`src/rtl/mc_datapath_regs_pkg.sv`:
```
// Shared constants for the multicycle datapath registers: width, reset PC,
// and the encodings of the result and memory-address selects.
package mc_datapath_regs_pkg;

    localparam int          XLEN             = 32;
    localparam logic [31:0] RESET_PC_DEFAULT = 32'h0000_0000;

    localparam logic [1:0] RES_ALUOUT = 2'b00;
    localparam logic [1:0] RES_DATA   = 2'b01;
    localparam logic [1:0] RES_ALU    = 2'b10;
    localparam logic [1:0] RES_ZERO   = 2'b11;

    localparam logic ADDR_PC     = 1'b0;
    localparam logic ADDR_RESULT = 1'b1;

    // A taken branch and an unconditional update both redirect the PC.
    function automatic logic pc_write_en(input logic pc_update, input logic branch,
                                         input logic zero);
        return pc_update | (branch & zero);
    endfunction

endpackage

```
`src/rtl/mc_regfile.sv`:
```
// 32 x XLEN register file: two asynchronous read ports, one synchronous write
// port, asynchronous active-low clear, x0 hardwired to zero.
module mc_regfile
    import mc_datapath_regs_pkg::*;
(
    input  logic            clk,
    input  logic            rst,
    input  logic [4:0]      ra1,
    input  logic [4:0]      ra2,
    input  logic [4:0]      wa,
    input  logic            we,
    input  logic [XLEN-1:0] wd,
    output logic [XLEN-1:0] rd1,
    output logic [XLEN-1:0] rd2
);

    logic [XLEN-1:0] regs [32];

    // NOTE: the array carries an asynchronous clear, so it maps to flops rather
    // than a RAM macro; that is intended since reset must zero every register.
    always_ff @(posedge clk or negedge rst) begin
        if (!rst) begin
            for (int i = 0; i < 32; i++) begin
                regs[i] <= '0;
            end
        end else if (we && (wa != 5'd0)) begin
            regs[wa] <= wd;
        end
    end

    assign rd1 = (ra1 == 5'd0) ? '0 : regs[ra1];
    assign rd2 = (ra2 == 5'd0) ? '0 : regs[ra2];

endmodule

```
`src/rtl/mc_datapath_regs.sv`:
```
// Architectural and inter-cycle registers of a multicycle RV32 datapath:
// PC, old PC, instruction register, latched operands, ALU and memory data.
module mc_datapath_regs
    import mc_datapath_regs_pkg::RESET_PC_DEFAULT;
    import mc_datapath_regs_pkg::RES_ALUOUT;
    import mc_datapath_regs_pkg::RES_DATA;
    import mc_datapath_regs_pkg::RES_ALU;
    import mc_datapath_regs_pkg::ADDR_PC;
    import mc_datapath_regs_pkg::pc_write_en;
#(
    parameter logic [31:0] RESET_PC = RESET_PC_DEFAULT,
    parameter int          XLEN     = 32
) (
    input  logic            clk,
    input  logic            rst,
    input  logic [1:0]      sel_result,
    input  logic            sel_mem_addr,
    input  logic            we_ir,
    input  logic            pc_update,
    input  logic            branch,
    input  logic            we_rf,
    input  logic            zero,
    input  logic [XLEN-1:0] alu_result,
    input  logic [XLEN-1:0] mem_rdata,
    output logic [XLEN-1:0] pc,
    output logic [XLEN-1:0] old_pc,
    output logic [XLEN-1:0] instr,
    output logic [6:0]      op,
    output logic [XLEN-1:0] rd1_q,
    output logic [XLEN-1:0] rd2_q,
    output logic [XLEN-1:0] alu_out,
    output logic [XLEN-1:0] data_q,
    output logic [XLEN-1:0] result,
    output logic [XLEN-1:0] mem_addr
);

    logic            pc_write;
    logic [XLEN-1:0] rf_rd1;
    logic [XLEN-1:0] rf_rd2;

    assign pc_write = pc_write_en(pc_update, branch, zero);
    assign op       = instr[6:0];

    // The write address comes from instr as it stands before the edge, so a
    // simultaneous instruction load never redirects the writeback.
    mc_regfile u_regfile (
        .clk (clk),
        .rst (rst),
        .ra1 (instr[19:15]),
        .ra2 (instr[24:20]),
        .wa  (instr[11:7]),
        .we  (we_rf),
        .wd  (result),
        .rd1 (rf_rd1),
        .rd2 (rf_rd2)
    );

    // NOTE: state uses non-blocking assignments so every register samples the
    // pre-edge values of its neighbours, independent of statement order.
    always_ff @(posedge clk or negedge rst) begin
        if (!rst) begin
            pc <= RESET_PC[XLEN-1:0];
        end else if (pc_write) begin
            pc <= result;
        end
    end

    always_ff @(posedge clk or negedge rst) begin
        if (!rst) begin
            instr  <= '0;
            old_pc <= '0;
        end else if (we_ir) begin
            instr  <= mem_rdata;
            old_pc <= pc;
        end
    end

    always_ff @(posedge clk or negedge rst) begin
        if (!rst) begin
            rd1_q   <= '0;
            rd2_q   <= '0;
            alu_out <= '0;
            data_q  <= '0;
        end else begin
            rd1_q   <= rf_rd1;
            rd2_q   <= rf_rd2;
            alu_out <= alu_result;
            data_q  <= mem_rdata;
        end
    end

    // NOTE: the default assignment ahead of the case keeps this purely
    // combinational; without it an uncovered select would infer a latch.
    always_comb begin
        result = '0;
        case (sel_result)
            RES_ALUOUT: result = alu_out;
            RES_DATA:   result = data_q;
            RES_ALU:    result = alu_result;
            default:    result = '0;
        endcase
    end

    assign mem_addr = (sel_mem_addr == ADDR_PC) ? pc : result;

endmodule

```
`config.mk`:
```
export PLATFORM = sky130hd
export DESIGN_NAME = mc_datapath_regs
export DESIGN_NICKNAME = d
export VERILOG_FILES = /design/src/rtl/mc_datapath_regs_pkg.sv /design/src/rtl/mc_regfile.sv /design/src/rtl/mc_datapath_regs.sv
export SDC_FILE = /design/constraint.sdc
export NUM_CORES = 2
export LEC_CHECK = 0
export CORE_UTILIZATION = 31
export DETAILED_ROUTE_END_ITERATION = 16
export GPL_TIMING_DRIVEN = 0
export PLACE_DENSITY = 0.58
export SLEW_MARGIN = 20
export SYNTH_ARGS = -nofsm -noshare
export SYNTH_HDL_FRONTEND = slang
export SYNTH_SLANG_ARGS = --single-unit
export TNS_END_PERCENT = 5
```
`constraint.sdc`:
```
create_clock -name clk -period 4.25 [get_ports clk]
set_input_delay 1.275 -clock clk [delete_from_list [all_inputs] [get_ports clk]]
set_output_delay 1.275 -clock clk [all_outputs]
set_load 0.1 [all_outputs]
```
==> metrics.cfg <==
[timing]
hold_viol = 0
clock_skew_ns = 0.0605
setup_slack_ns = -0.0793
min_period_ns = 4.33
timing.fmax_mhz = 231
setup_viol = 4
setup-tns-final_ns = -0.108
slew-limit-headroom = 0.105
grt_setup_unrepaired = true
slew_violations = 0
worst_slew_pin_slew_ns = 1.33
fin_crit_sh = 1.02

[yosys]
ys_async_sr_fraction = 1.00
ys_top_cells_by_count = dfrtp_1 (1248), nor2_1 (714), a21oi_1 (691)
syn_nets = 5374
synth_cells = 5300
synth_area_leaders = dfrtp_1 (52%), mux4_2 (17%), a21oi_1 (5.7%)
synthMostInstantiatedCell = dfrtp_1
synth_edf_count = 0
synth_area_sq_um = 60500
synth_top_area_frac = 0.517
yosysWarnings = 0
yosysUniqueCellTypes = 37
synthFlopType = dfrtp_1
syn_avg_cell_area_sq_um = 11.4
yosys.area.top_type = dfrtp_1
synth_seq_cells = 1248
yosysSeqAreaShare = 0.517

[worst_hold_path]
hp-class = reg -> reg
worstHoldPathCells = 1
hold_start = u_regfile.regs[1018]

[global_routing]
antenna_found_initial = 12
met2_usage = 0.407
gr-usage-all-layers = 0.269
grt_max_degree = 143
grt_pass1_vias = 49305
grt.busiest_layer = met2
grt_pass1_wl_microns = 376000
met1_usage = 0.339
use_met3 = 0.0787
overflow = 0

[cts]
cts_buffers = 145
worstSkewPairLatency_ns = 0.84
clock_sinks = 1248
clkTransAtPathRegs_ns = 0.06
root_buffer = clkbuf_16
hold_buffers = 0
htreeDepth = 4
cts_tree = built
cts_buffer_depth = 3

[final_layout]
layout-drive-gt1-share = 0.223
synthToLayoutAreaGrowth_pct = 23.0
fillCellCount = 18726
final_nets = 5938
final_core_util = 0.385

[worst_setup_path]
worstPathArrival_ns = 3.05
startpoint_type = primary input
rr_worst_depth = 5
crit_start = alu_result[2]
path_class = in -> out
critPathSlowestCell = clkdlybuf4s50_1
cp_slowest_stage_delay_ns = 0.48
cp-end-kind = output pin
crit_chain = clkdlybuf4s50_1, mux2i_1, nor2_1, a21oi_4, buf_12, clkbuf_8, a21oi_4, buf_12
worstReg2RegStart = instr[23]
critPathRequiredTime_ns = 2.97
critPathMaxFanout = 10

[place]
pre_cts_slack_ns = -2.07
io_buffers = 363
place_hpwl_microns = 201000
place.gp.congestion = 1.00

[power_and_ir_drop]
pwr-share-comb = 0.332
internal-power_uw = 30000
netSwitchingPower_uw = 18300
ir_drop_mv = 0.386
powerDensity_nw_per_um2 = 650
power_frac_seq = 0.388
total_leakage_power_uw = 0.0310
clockPowerShare = 0.280
switching_share = 0.379

[die]
io_pins = 369
start_util = 0.313
core_area_sq_um = 193000
rows = 161
die_width_microns = 444
die_y_microns = 444
dieArea_sq_um = 197000

[flow_run]
maxCapViolations = 0

[detailed_routing]
routed_wl_microns = 268000
wl_per_cell_microns = 31.5
ant_nets = 0
viasPerCell = 5.83
drtIter0Drc = 6128
num_vias = 49670
drcViolationCount = 0
drtPass1Iterations = 8

[outcome]
violations = setup timing
outcome = finished, violations left

what timing repair did:
item,CTS,global route
pin swaps,5,0
buffers inserted,37,0
setup endpoints to repair,64,63
resized for setup,562,106
cells by family after synthesis:
kind of cell	share of synthesized area
flip-flops	0.517
AO/OA/AOI/OAI	0.135
buffers and inverters	0.0465
AND/OR/NAND/NOR	0.0849
multiplexers	0.217
critical path, delay by kind of cell:
| kind | cells | cell delay, ns |
|---|---|---|
| AOI/OAI and AO/OA | 2 | 0.43 |
| and+or+nand+nor | 1 | 0.19 |
| buffers and inverters | 4 | 1.05 |
| muxes | 1 | 0.08 |
sequential cells by signal, summed over array words and instances, names as in the netlist:
register	count
rd2_q	32
alu_out	32
data_q	32
rd1_q	32
instr	32
u_regfile.regs	1024
old_pc	32
pc	32
metrics by stage:
step	cell area [sq um]	power [uW]	std cells	hold WS (ns)
6_report	74300	48300	8525	0.475
5_1_grt	74300	50200	8510	0.500
4_1_cts	74000	48000	8509	0.481
3_5_place_dp	67900	34200	8206	0.464
3_3_place_gp	67400	33700	8189	0.453
2_1_floorplan	60600	28800	5300	0.441
final cells by class:
| cell class | count | area (sq um) | area share |
|---|---|---|---|
| antenna | 16 | 40.0 | 0.000539 |
| clock buffer | 205 | 4190 | 0.0563 |
| sequential | 1248 | 31200 | 0.420 |
| inverter | 34 | 131 | 0.00177 |
| clock inverter | 61 | 928 | 0.0125 |
| tap | 2526 | 3160 | 0.0425 |
| buffer | 573 | 3050 | 0.0410 |
| timing repair buffer | 417 | 4700 | 0.0632 |
| multi-input combinational | 3445 | 26900 | 0.362 |
path summary, 6_finish.rpt:
kind	to	slack, ns
worst max-delay path	mem_addr[2]	-0.08
worst min-delay path	u_regfile.regs[1018]	0.48
worst max register to register	rd2_q[22]	0.11
worst min register to register	u_regfile.regs[1018]	0.48
max in group asynchronous	u_regfile.regs[26]	1.08
min in group asynchronous	u_regfile.regs[784]	0.54
routing by layer:
metal	share of wire	wire length [microns]
met2	0.44	119000
met4	0.071	19100
met5	0.000034	9
met3	0.11	28700
met1	0.38	101000
cell usage in the layout (no fill, tap or decap), types with 35 or more instances in the layout:
cell / n
a221oi_1: 46
nor2b_1: 72
clkbuf_8: 35
clkdlybuf4s50_1: 298
mux4_2: 448
buf_6: 51
a21oi_1: 640
mux2_2: 126
clkbuf_16: 146
nand2_1: 419
mux2i_1: 158
o21ai_1: 71
clkbuf_1: 289
o21ai_0: 427
dfrtp_1: 1248
a211oi_1: 64
a311oi_1: 62
buf_4: 99
a22oi_1: 64
buf_2: 159
buf_12: 39
nor2_1: 706
a21oi_4: 36
power by group through the flow:
stage,combinational [uW],clock [uW],sequential [uW]
floorplan,8610,0,20200
global placement,15100,0,18600
detailed placement,15500,0,18800
CTS,15700,13700,18600
global route,16900,14100,19200
finish,16100,13500,18700
No activity file was read; power rests on OpenSTA's default activity.
